--- src/rtl/uart_rx_cfg.sv ---
// UART receiver with configurable data bits, oversampling, parity and stop bits.
// Ports: clk, reset_n, s_tick, rx, rx_ready in; rx_valid, rx_data, parity_err, frame_err, overrun out.
module uart_rx_cfg #(
  parameter int DATA_BITS  = 8,
  parameter int OVERSAMPLE = 16,
  parameter int PARITY     = 0,
  parameter int STOP_BITS  = 1
) (
  input  logic                 clk,
  input  logic                 reset_n,
  input  logic                 s_tick,
  input  logic                 rx,
  input  logic                 rx_ready,
  output logic                 rx_valid,
  output logic [DATA_BITS-1:0] rx_data,
  output logic                 parity_err,
  output logic                 frame_err,
  output logic                 overrun
);

  localparam int TW = $clog2(OVERSAMPLE);
  localparam int BW = $clog2(DATA_BITS + 1);

  localparam logic [TW-1:0] TICK_MID  = TW'(OVERSAMPLE / 2 - 1);
  localparam logic [TW-1:0] TICK_END  = TW'(OVERSAMPLE - 1);
  localparam logic [BW-1:0] BIT_LAST  = BW'(DATA_BITS - 1);
  localparam logic [BW-1:0] STOP_LAST = BW'(STOP_BITS - 1);

  localparam logic [2:0] IDLE  = 3'd0;
  localparam logic [2:0] START = 3'd1;
  localparam logic [2:0] DATA  = 3'd2;
  localparam logic [2:0] PAR   = 3'd3;
  localparam logic [2:0] STOP  = 3'd4;
  localparam logic [2:0] BRK   = 3'd5;

  logic                 meta_q;
  logic                 rxs_q;
  logic [2:0]           state_q, state_d;
  logic [TW-1:0]        tick_q, tick_d;
  logic [BW-1:0]        bit_q, bit_d;
  logic [DATA_BITS-1:0] shift_q, shift_d;
  logic                 perr_q, perr_d;
  logic                 ferr_q, ferr_d;
  logic                 done_q, done_d;
  logic                 valid_q;
  logic [DATA_BITS-1:0] data_q;
  logic                 pe_q;
  logic                 fe_q;
  logic                 ovr_q;

  logic                 sample;
  logic                 par_x;
  logic                 ferr_now;

  always_ff @(posedge clk or negedge reset_n) begin
    if (!reset_n) begin
      meta_q <= 1'b1;
      rxs_q  <= 1'b1;
    end else begin
      meta_q <= rx;
      rxs_q  <= meta_q;
    end
  end

  // A bit is sampled at the end of each full bit period,
  // which lands mid-bit because START stops at half a period.
  assign sample = s_tick && (tick_q == TICK_END);
  assign par_x  = (^shift_q) ^ rxs_q;

  always_comb begin
    state_d  = state_q;
    tick_d   = tick_q;
    bit_d    = bit_q;
    shift_d  = shift_q;
    perr_d   = perr_q;
    ferr_d   = ferr_q;
    done_d   = 1'b0;
    ferr_now = ferr_q | ~rxs_q;
    unique case (state_q)
      IDLE: begin
        if (!rxs_q) begin
          state_d = START;
          tick_d  = '0;
        end
      end
      START: begin
        if (s_tick) begin
          if (tick_q == TICK_MID) begin
            if (!rxs_q) begin
              state_d = DATA;
              tick_d  = '0;
              bit_d   = '0;
              perr_d  = 1'b0;
              ferr_d  = 1'b0;
            end else begin
              state_d = IDLE;
            end
          end else begin
            tick_d = tick_q + TW'(1);
          end
        end
      end
      DATA: begin
        if (sample) begin
          tick_d  = '0;
          shift_d = {rxs_q, shift_q[DATA_BITS-1:1]};
          if (bit_q == BIT_LAST) begin
            bit_d   = '0;
            state_d = (PARITY != 0) ? PAR : STOP;
          end else begin
            bit_d = bit_q + BW'(1);
          end
        end else if (s_tick) begin
          tick_d = tick_q + TW'(1);
        end
      end
      PAR: begin
        if (sample) begin
          tick_d  = '0;
          bit_d   = '0;
          perr_d  = (PARITY == 2) ? ~par_x : par_x;
          state_d = STOP;
        end else if (s_tick) begin
          tick_d = tick_q + TW'(1);
        end
      end
      STOP: begin
        if (sample) begin
          tick_d = '0;
          ferr_d = ferr_now;
          if (bit_q == STOP_LAST) begin
            bit_d   = '0;
            done_d  = 1'b1;
            state_d = ferr_now ? BRK : IDLE;
          end else begin
            bit_d = bit_q + BW'(1);
          end
        end else if (s_tick) begin
          tick_d = tick_q + TW'(1);
        end
      end
      BRK: begin
        // Hold off a new start until the line returns high.
        if (rxs_q) state_d = IDLE;
      end
      default: state_d = IDLE;
    endcase
  end

  always_ff @(posedge clk or negedge reset_n) begin
    if (!reset_n) begin
      state_q <= IDLE;
      tick_q  <= '0;
      bit_q   <= '0;
      shift_q <= '0;
      perr_q  <= 1'b0;
      ferr_q  <= 1'b0;
      done_q  <= 1'b0;
    end else begin
      state_q <= state_d;
      tick_q  <= tick_d;
      bit_q   <= bit_d;
      shift_q <= shift_d;
      perr_q  <= perr_d;
      ferr_q  <= ferr_d;
      done_q  <= done_d;
    end
  end

  // Frame results are stable in shift/perr/ferr for the cycle
  // after completion; the next frame needs many ticks to disturb them.
  always_ff @(posedge clk or negedge reset_n) begin
    if (!reset_n) begin
      valid_q <= 1'b0;
      data_q  <= '0;
      pe_q    <= 1'b0;
      fe_q    <= 1'b0;
      ovr_q   <= 1'b0;
    end else begin
      ovr_q <= 1'b0;
      if (done_q) begin
        if (!valid_q || rx_ready) begin
          valid_q <= 1'b1;
          data_q  <= shift_q;
          pe_q    <= perr_q;
          fe_q    <= ferr_q;
        end else begin
          ovr_q <= 1'b1;
        end
      end else if (valid_q && rx_ready) begin
        valid_q <= 1'b0;
      end
    end
  end

  assign rx_valid   = valid_q;
  assign rx_data    = data_q;
  assign parity_err = pe_q;
  assign frame_err  = fe_q;
  assign overrun    = ovr_q;

endmodule

--- config.mk ---
export PLATFORM = sky130hd
export DESIGN_NAME = uart_rx_cfg
export DESIGN_NICKNAME = d
export VERILOG_FILES = /design/src/rtl/uart_rx_cfg.sv
export SDC_FILE = /design/constraint.sdc
export NUM_CORES = 1
export LEC_CHECK = 0
export BUFFER_PORTS_ARGS = -buffer_cell sky130_fd_sc_hd__buf_4
export CELL_PAD_IN_SITES_DETAIL_PLACEMENT = 1
export CELL_PAD_IN_SITES_GLOBAL_PLACEMENT = 2
export CORE_AREA = 2 2 55 95
export DETAILED_ROUTE_END_ITERATION = 10
export DIE_AREA = 0 0 57 97
export PLACE_DENSITY_LB_ADDON = 0.15
export SETUP_SLACK_MARGIN = 0.05
export SLEW_MARGIN = 20
export SYNTH_ARGS = -nofsm -noshare
export SYNTH_HDL_FRONTEND = slang
export SYNTH_SLANG_ARGS = --single-unit
--- constraint.sdc ---
create_clock -name clk -period 3.5 [get_ports clk]
set_input_delay 0 -clock clk [delete_from_list [all_inputs] [get_ports clk]]
set_output_delay 0 -clock clk [all_outputs]
set_load 0.02 [all_outputs]
Yosys cells after proc, flatten, opt, wreduce, memory -nomap -nowiden
Cells that the tools add are included.

word-level totals
  input port bits = 5
  flip-flop bits (word level) = 36
  output and inout bits = 12
  logic and storage cells = 102

operators by class
  eq/ne operators = 20
  reduce and logical (&&, ||, !) cells = 21
  bitwise operators = 3
  add/subtract/negate cells = 2
  mux-type cells = 42

operators by type and width
  operator                                                         count
  4-bit two-way mux                                                13
  3-bit two-way mux                                                10
  2-bit != test, second input constant                             10
  3-bit one-hot mux with 6 select lines                            1
  4-bit one-hot mux with 4 select lines                            1
  1-bit two-way mux                                                13
  4-bit one-hot mux with 3 select lines                            1
  5-bit AND reduction                                              2
  9-bit AND reduction                                              1
  4-bit by 1-bit adder with 4-bit output, second input constant    2
  4-bit by 3-bit == test with 1-bit output, second input constant  2
  8-bit XOR reduction                                              1
  7-bit AND reduction                                              1
  3-bit by 2-bit == test with 1-bit output, second input constant  2
  3-bit == test, second input constant                             2
  2-bit AND reduction                                              3
  2-bit nonzero test                                               3
  4-bit == test, second input constant                             1
  4-bit logical NOT                                                1
  1-bit one-hot mux with 2 select lines                            2
  4-bit nonzero test                                               1
  3-bit by 1-bit == test with 1-bit output, second input constant  1
  3-bit logical NOT                                                1
  3-bit by 1-bit != test with 1-bit output, second input constant  1
  other kinds (11)                                                 12

Depth between registers and ports, before layout
Gate-level depths: netlist (run 1).

  word-level depth = 6
  gate-level depth with buffers = 7
  depth with buffers taken out = 7

Worst setup path after synthesis (run 1)
OpenSTA, ideal clock, no wires.

  path type = register to register
  from = reg tick_q[1]
  to = reg tick_q[3]
  slack = 1,795 ps
  cell stages (with the launch flop) = 7
  path buffers = 0
  setup time = 122 ps
  data required time = 3,378 ps
  arrival = 1,584 ps
  period minus slack after synthesis = 1,705 ps
  path through = dfrtp_1 -> ha_1 -> nand4_4 -> o21ai_2 -> a21bo_1 -> a221o_1 -> a32o_1

between the ends
  cells in the longest elaborated chain, start to end = 4
  elaborated cells between the ends (all ways) = 11
  classes of those cells = add/sub: 1; eq/ne: 3; mux: 5; reduce/logical: 2

RTL lines
  what                                                                                 RTL line       RTL
  start, declared                                                                      39             logic [TW-1:0] tick_q, tick_d;
  start signal, assigned                                                               161            tick_q <= tick_d;
  4-bit by 1-bit adder with 4-bit output (tied with other cells)                       n/a
  4-bit two-way mux (tied with other cells)                                            113, 123, 138
  4-bit two-way mux (tied with other cells)                                            118            if (sample) begin
  4-bit one-hot mux with 3 select lines / 3-bit AND reduction (equally long branches)  n/a

Several ways; a longest one is shown, not always the timed one. The select of a mux whose other input is x is not followed.
A chain may end at the register's enable or synchronous reset.

Final worst setup path (run 1)
  from = reg state_q[2]
  to = reg bit_q[2]

between the ends
  cells in the longest elaborated chain, start to end = 3
  elaborated cells between the ends (all ways) = 13
  classes of those cells = eq/ne: 10; mux: 1; reduce/logical: 2

RTL lines
  what                                                                         RTL line  RTL
  start, declared                                                              38        logic [2:0] state_q, state_d;
  start signal, assigned                                                       160       state_q <= state_d;
  3-bit == test (tied with other cells)                                        79        unique case (state_q)
  4-bit nonzero test (no source line) / 2-bit != test (equally long branches)  n/a
  7-bit AND reduction (no source line)                                         n/a
  end signal, assigned                                                         162       bit_q <= bit_d;
  end, declared                                                                40        logic [BW-1:0] bit_q, bit_d;

Several ways; a longest one is shown, not always the timed one.

==> results of run 1 <==
## flip-flops by register name (all words and copies together) (netlist names), 3 cells and up
| signal | count |
|---|---|
| rx_data | 8 |
| state_q | 3 |
| shift_q | 8 |
| tick_q | 4 |
| bit_q | 4 |
## per-stage QoR
step / hold WS [ns] / power, µW / worst slack [ns] / cells
5_1_grt: 0.0371 / 1260 / 1.29 / 243
6_report: 0.0186 / 1190 / 1.49 / 243
4_1_cts: 0.0173 / 1210 / 1.49 / 243
2_1_floorplan: -0.296 / 770 / 1.79 / 175
3_5_place_dp: -0.0149 / 847 / 1.50 / 233
3_3_place_gp: -0.0200 / 833 / 1.58 / 233
## worst register-to-register path, stage by stage, from the launching register on
cell	delay [ns]
dfrtp_1	0.68
nor3b_2	0.37
o21ai_0	0.17
a21oi_2	0.33
o21ai_1	0.12
a22o_1	0.25
## timing repair
item | CTS | global route
hold buffers | 2 | 0
setup buffers | 0 | 0
endpoints found under the hold margin | 35 | 0
gates resized for setup | 0 | 0
## cells by family (layout without fill, tap and decap cells)
group	count (synthesis)	after routing	synth area share [%]
multiplexers	18	18	10.7
AND/OR/NAND/NOR	53	53	16.4
AO/OA/AOI/OAI	38	38	13.9
XOR/XNOR	9	9	4.19
flip-flops	36	36	48.1
adder cells (fa/ha/maj)	3	3	2.00
buffers and inverters	18	34	4.66
## cell usage in the layout (no fill, tap or decap), drive strengths merged, types with 3 or more instances in the layout
| cell type | count |
|---|---|
| buf | 16 |
| nand4 | 3 |
| nand2b | 4 |
| nand2 | 12 |
| nand3 | 9 |
| nand3b | 3 |
| o21ai | 14 |
| clkbuf | 6 |
| a21o | 3 |
| ha | 3 |
| nor3 | 5 |
| dfrtp | 34 |
| mux2 | 17 |
| nor2 | 8 |
| a21oi | 4 |
| inv | 8 |
| xnor2 | 7 |
## cell type report
| type | count | area share [%] |
|---|---|---|
| clock inverter | 2 | 1.64 |
| clock buffer | 6 | 3.40 |
| tap | 52 | 3.05 |
| inverter | 8 | 1.41 |
| sequential | 36 | 42.3 |
| timing repair buffer | 18 | 6.57 |
| multi-input combinational | 121 | 41.6 |
## routing by layer
metal  GRT usage [%]  vias to the layer above  part of all wire, %
met1            17.9                      684                   37
met4            4.83                        0                  1.2
met2            30.7                       17                   60
li1                -                      656                    -
met5               0                        -                    0
met3            2.41                        5                  2.0
## worst paths after layout
kind,startpoint,to,cells after the start
max,state_q[2],bit_q[2],5
max in group asynchronous,reset_n,rxs_q,2
min in group asynchronous,reset_n,tick_q[2],2
min,rx_ready,overrun,3
max reg2reg,state_q[2],bit_q[2],5
min reg2reg,meta_q,rxs_q,0
## power groups by stage
stage / Combinational, µW / Clock (µW) / Sequential [µW]
finish: 278 / 358 / 557
global route: 315 / 382 / 567
detailed placement: 282 / 0 / 565
global placement: 272 / 0 / 561
floorplan: 258 / 0 / 512
CTS: 286 / 369 / 556
==> results.json, run 1 <==
{
  "status": "completed",
  "vias_per_cell": 5.60,
  "io_pins": 17,
  "crit_path_max_incr_delay_ns": 0.68,
  "yosys_register_bits": 36,
  "synth_edf_count": 0,
  "tritoncts": "built",
  "fin_crit_sh_pct": 57.5,
  "io_buffers": 16,
  "syn_inst": 175,
  "die_h_um": 97,
  "cp_max_fo": 18,
  "dieArea_mm2": 0.00553,
  "tns_ns": 0,
  "grt_use_total_pct": 16.2,
  "syn_to_final_growth_pct": 13.6,
  "ys_top_cells_by_area": "dfrtp_1, mux2_2, xnor2_1, o21ai_0, dfstp_2",
  "cts_max_level": 2,
  "max_cap_viol_count": 0,
  "worst_pin_slew_ns": 0.587,
  "start_util_pct": 39.9,
  "place_area_mm2": 0.00201,
  "nFillCells": 530,
  "crit_chain": "nor3b_2 > o21ai_0 > a21oi_2 > o21ai_1 > a22o_1",
  "intPower_uw": 819,
  "num_rows": 33,
  "synthTopCellsByCount": "dfrtp_1, mux2_2, nand2_1, o21ai_0, nand3_1",
  "syn-num-nets": 183,
  "p_leak_uw": 0.000981,
  "antenna_found_initial": 0,
  "grt_pass1_vias": 1440,
  "yosys.area.top_type": "dfrtp_1",
  "worst-path-buf-inv": 0,
  "drive_gt1_share_pct": 25.7,
  "grt_pass1_wl_mm": 7.01,
  "detailedRoute.firstIterationViolations": 33,
  "clkPwrFrac_pct": 30.0,
  "slowest_stage": "dfrtp_1",
  "clock_latency_ns": 0.28,
  "diodes": 0,
  "synth_cell_types": 48,
  "syn_area_per_cell_um2": 10.7,
  "hold_path_class": "in2reg",
  "cp_data_required_time_ns": 3.67,
  "swShare_pct": 31.4,
  "worstSetupEndpointType": "flip-flop",
  "clk_pin_slew_ns": 0.07,
  "routed_wl_mm": 4.19,
  "hpwlAfterDp_mm": 3.19,
  "ys.warnings.count": 0,
  "grt_max_degree": 37,
  "die_w_um": 57,
  "ys_async_sr_fraction_pct": 100,
  "cts_num_sinks": 36,
  "overflow": 0,
  "vias": 1362,
  "regToRegSetupSlack_ns": 1.49,
  "first_pass_iters": 4,
  "rsz0062_at_grt": "no",
  "finalNetCount": 198,
  "multiInputGateArea_um2": 888,
  "synth_top_area_share_pct": 45.3,
  "arrival_ns": 2.18,
  "postRouteAntennaNets": 0,
  "power_density_mw_per_mm2": 559,
  "setup_violations": 0,
  "relSlewSlack_pct": 60.8,
  "sequentialPowerShare_pct": 46.7,
  "min_period_ns": 2.01,
  "synth_top_flop_cell": "dfrtp_1",
  "gp_congestion": 0.782,
  "cts.path.max_buffers": 2,
  "seqCellArea_um2": 903,
  "crit_family": "compound AO/OA/AOI/OAI gates",
  "final_cell_area_mm2": 0.00213,
  "final_core_util_pct": 45.3,
  "synth-seq-area-share_pct": 48.1,
  "numCtsBuffers": 5,
  "hold_viol": 0,
  "p_sw_uw": 374,
  "skew_ns": 0.00182,
  "netlist_area_mm2": 0.00188,
  "cts_root_buffer": "clkbuf_8",
  "yosysMostFrequentCell": "dfrtp_1",
  "critical_path_class": "reg2reg",
  "max-vdd-ir-drop_mv": 0.442,
  "maxSlewViolCount": 0,
  "avgRoutedWirePerCell_um": 17.2,
  "fmax_mhz": 497,
  "crit_path_start_kind": "flip-flop",
  "remaining_drc_errors": 0,
  "combPwrFrac_pct": 23.3,
  "core-area_mm2": 0.00471
}
Note: power is estimated with default switching activity, not from simulation.
==> inputs of run 2 (changes only) <==
--- a/config.mk
+++ b/config.mk
@@ -8,9 +8,9 @@
 export BUFFER_PORTS_ARGS = -buffer_cell sky130_fd_sc_hd__buf_4
 export CELL_PAD_IN_SITES_DETAIL_PLACEMENT = 1
 export CELL_PAD_IN_SITES_GLOBAL_PLACEMENT = 2
-export CORE_AREA = 2 2 55 95
+export CORE_AREA = 2 2 57 99
 export DETAILED_ROUTE_END_ITERATION = 10
-export DIE_AREA = 0 0 57 97
+export DIE_AREA = 0 0 59 101
 export PLACE_DENSITY_LB_ADDON = 0.15
 export SETUP_SLACK_MARGIN = 0.05
 export SLEW_MARGIN = 20
==> constraint.sdc (replaced) <==
create_clock -name clk -period 2.1 [get_ports clk]
set_input_delay 0 -clock clk [delete_from_list [all_inputs] [get_ports clk]]
set_output_delay 0 -clock clk [all_outputs]
set_load 0.02 [all_outputs]
==> results.json, run 2 (synthesis results as in run 1) <==
{
  "critical_path.endpoint": "tick_q[3]",
  "syn_to_final_growth_pct": 16.2,
  "regToRegSetupSlack_ns": 0.22,
  "grt_pass1_wl_mm": 7.55,
  "maxSlewViolCount": 0,
  "routed_wl_mm": 4.46,
  "whs_path_depth": 2,
  "vias": 1419,
  "fin_crit_sh_pct": 89.3,
  "cts_root_buffer": "clkbuf_8",
  "dieArea_mm2": 0.00596,
  "grt_max_degree": 37,
  "detailedRoute.firstIterationViolations": 28,
  "min_period_ns": 1.88,
  "power_density_mw_per_mm2": 866,
  "timing.rr.start": "tick_q[1]",
  "status": "completed",
  "cts_setup_buffers": 0,
  "start_util_pct": 36.4,
  "rr_worst_depth": 6,
  "clock_latency_ns": 0.29,
  "max-vdd-ir-drop_mv": 0.467,
  "hpwlAfterDp_mm": 3.39,
  "skew_ns": 0.00632,
  "numCtsBuffers": 5,
  "layout_commonest_cell": "dfrtp_1",
  "cts.path.max_buffers": 2,
  "worstSetupEndpointType": "flip-flop",
  "nFillCells": 592,
  "avgRoutedWirePerCell_um": 17.6,
  "die_w_um": 59,
  "setup_violations": 0,
  "first_pass_iters": 4,
  "cts_num_sinks": 36,
  "tritoncts": "built",
  "crit_path_start_kind": "flip-flop",
  "finalNetCount": 206,
  "clk_pin_slew_ns": 0.07,
  "grt_pass1_vias": 1529,
  "r2r_end": "tick_q[3]",
  "remaining_drc_errors": 0,
  "io_pins": 17,
  "num_rows": 35,
  "final_cells": 254,
  "drive_gt1_share_pct": 28.6,
  "crit_path_start": "tick_q[1]",
  "relSlewSlack_pct": 69.1,
  "cts_resized": 0,
  "dp_cells": 243,
  "core-area_mm2": 0.00517,
  "diodes": 0,
  "final_cell_mix": "dfrtp_1, buf_4, mux2_2, nand2_1, o21ai_0",
  "die_h_um": 101,
  "rsz0062_at_grt": "no",
  "fmax_mhz": 533,
  "gp_congestion": 0.806,
  "antenna_found_initial": 0,
  "overflow": 0,
  "cp_max_fo": 8,
  "hold_path_class": "in2reg",
  "critical_path_class": "reg2reg",
  "io_buffers": 16,
  "worst_pin_slew_ns": 0.464,
  "max_cap_viol_count": 0,
  "arrival_ns": 2.06,
  "cp_data_required_time_ns": 2.28,
  "p_leak_uw": 0.00101,
  "vias_per_cell": 5.59,
  "tns_ns": 0,
  "grt_use_total_pct": 16.9,
  "postRouteAntennaNets": 0,
  "hold_viol": 0,
  "cts_max_level": 2
}
[run 2: cell types whose count changed in the layout (fill, tap and decap cells not counted), sizes merged]
cell	before	now
inv	8	9
bufinv	1	0
clkbuf	6	5
clkinvlp	0	1
dlygate4sd3	2	3
buf	16	23
[run 2: final cells by class]
cell class,instances,area [µm²],share of cell area (%)
well taps,55,68.8,3.15
clock inverters,3,21.3,0.974
multi-input cells,121,888,40.7
repair buffers,26,203,9.28
clock buffers,5,68.8,3.15
flip-flops and latches,36,903,41.4
inverters,8,30.0,1.38
[run 2: power by group]
part           internal [µW]  switching (µW)  total (µW)
logic                    237             228         465
registers                783             143         926
clock network            235             265         500
total                   1250             636        1890
[run 2: critical path, stage by stage (launching register included)]
cell	delay, ns
dfrtp_1	0.40
ha_1	0.32
nand4_4	0.22
o21ai_2	0.09
a21bo_1	0.24
a221o_1	0.30
a32o_1	0.20
[run 2: worst min path at each step]
stage	end	start	slack [ns]
final	tick_q[3]	s_tick	0.08
after global routing	tick_q[3]	s_tick	0.09
after CTS	tick_q[3]	s_tick	0.08
after detailed placement	tick_q[3]	reset_n	-0.006
after global placement	tick_q[3]	reset_n	-0.02
after floorplan	bit_q[0]	reset_n	-0.30
[run 2: layer usage]
metal / wire [µm] / up-vias / share of wire, % / global-route usage (%)
met4: 71 / 0 / 1.6 / 5.59
met1: 1660 / 731 / 37 / 18.2
met5: 0 / - / 0 / 0
li1: - / 666 / - / -
met3: 87 / 7 / 2.0 / 3.08
met2: 2640 / 15 / 59 / 31.8
[run 2: repair_timing]
item / 4_1_cts / 5_1_grt
hold endpoints to repair: 36 / 0
hold buffers: 3 / 0
endpoints found under the setup margin: 0 / 0
[run 2: metrics by stage]
stage	worst slack (ns)	area [µm²]	utilization [%]	hold WS, ns	power [µW]
after floorplan	0.395	1880	-	-0.296	1280
after global placement	0.286	2060	39.9	-0.0168	1380
after detailed placement	0.231	2060	39.9	-0.00587	1410
after CTS	0.224	2180	42.3	0.0754	1920
after global routing	0.121	2180	42.3	0.0876	2010
final	0.224	2180	42.3	0.0766	1890
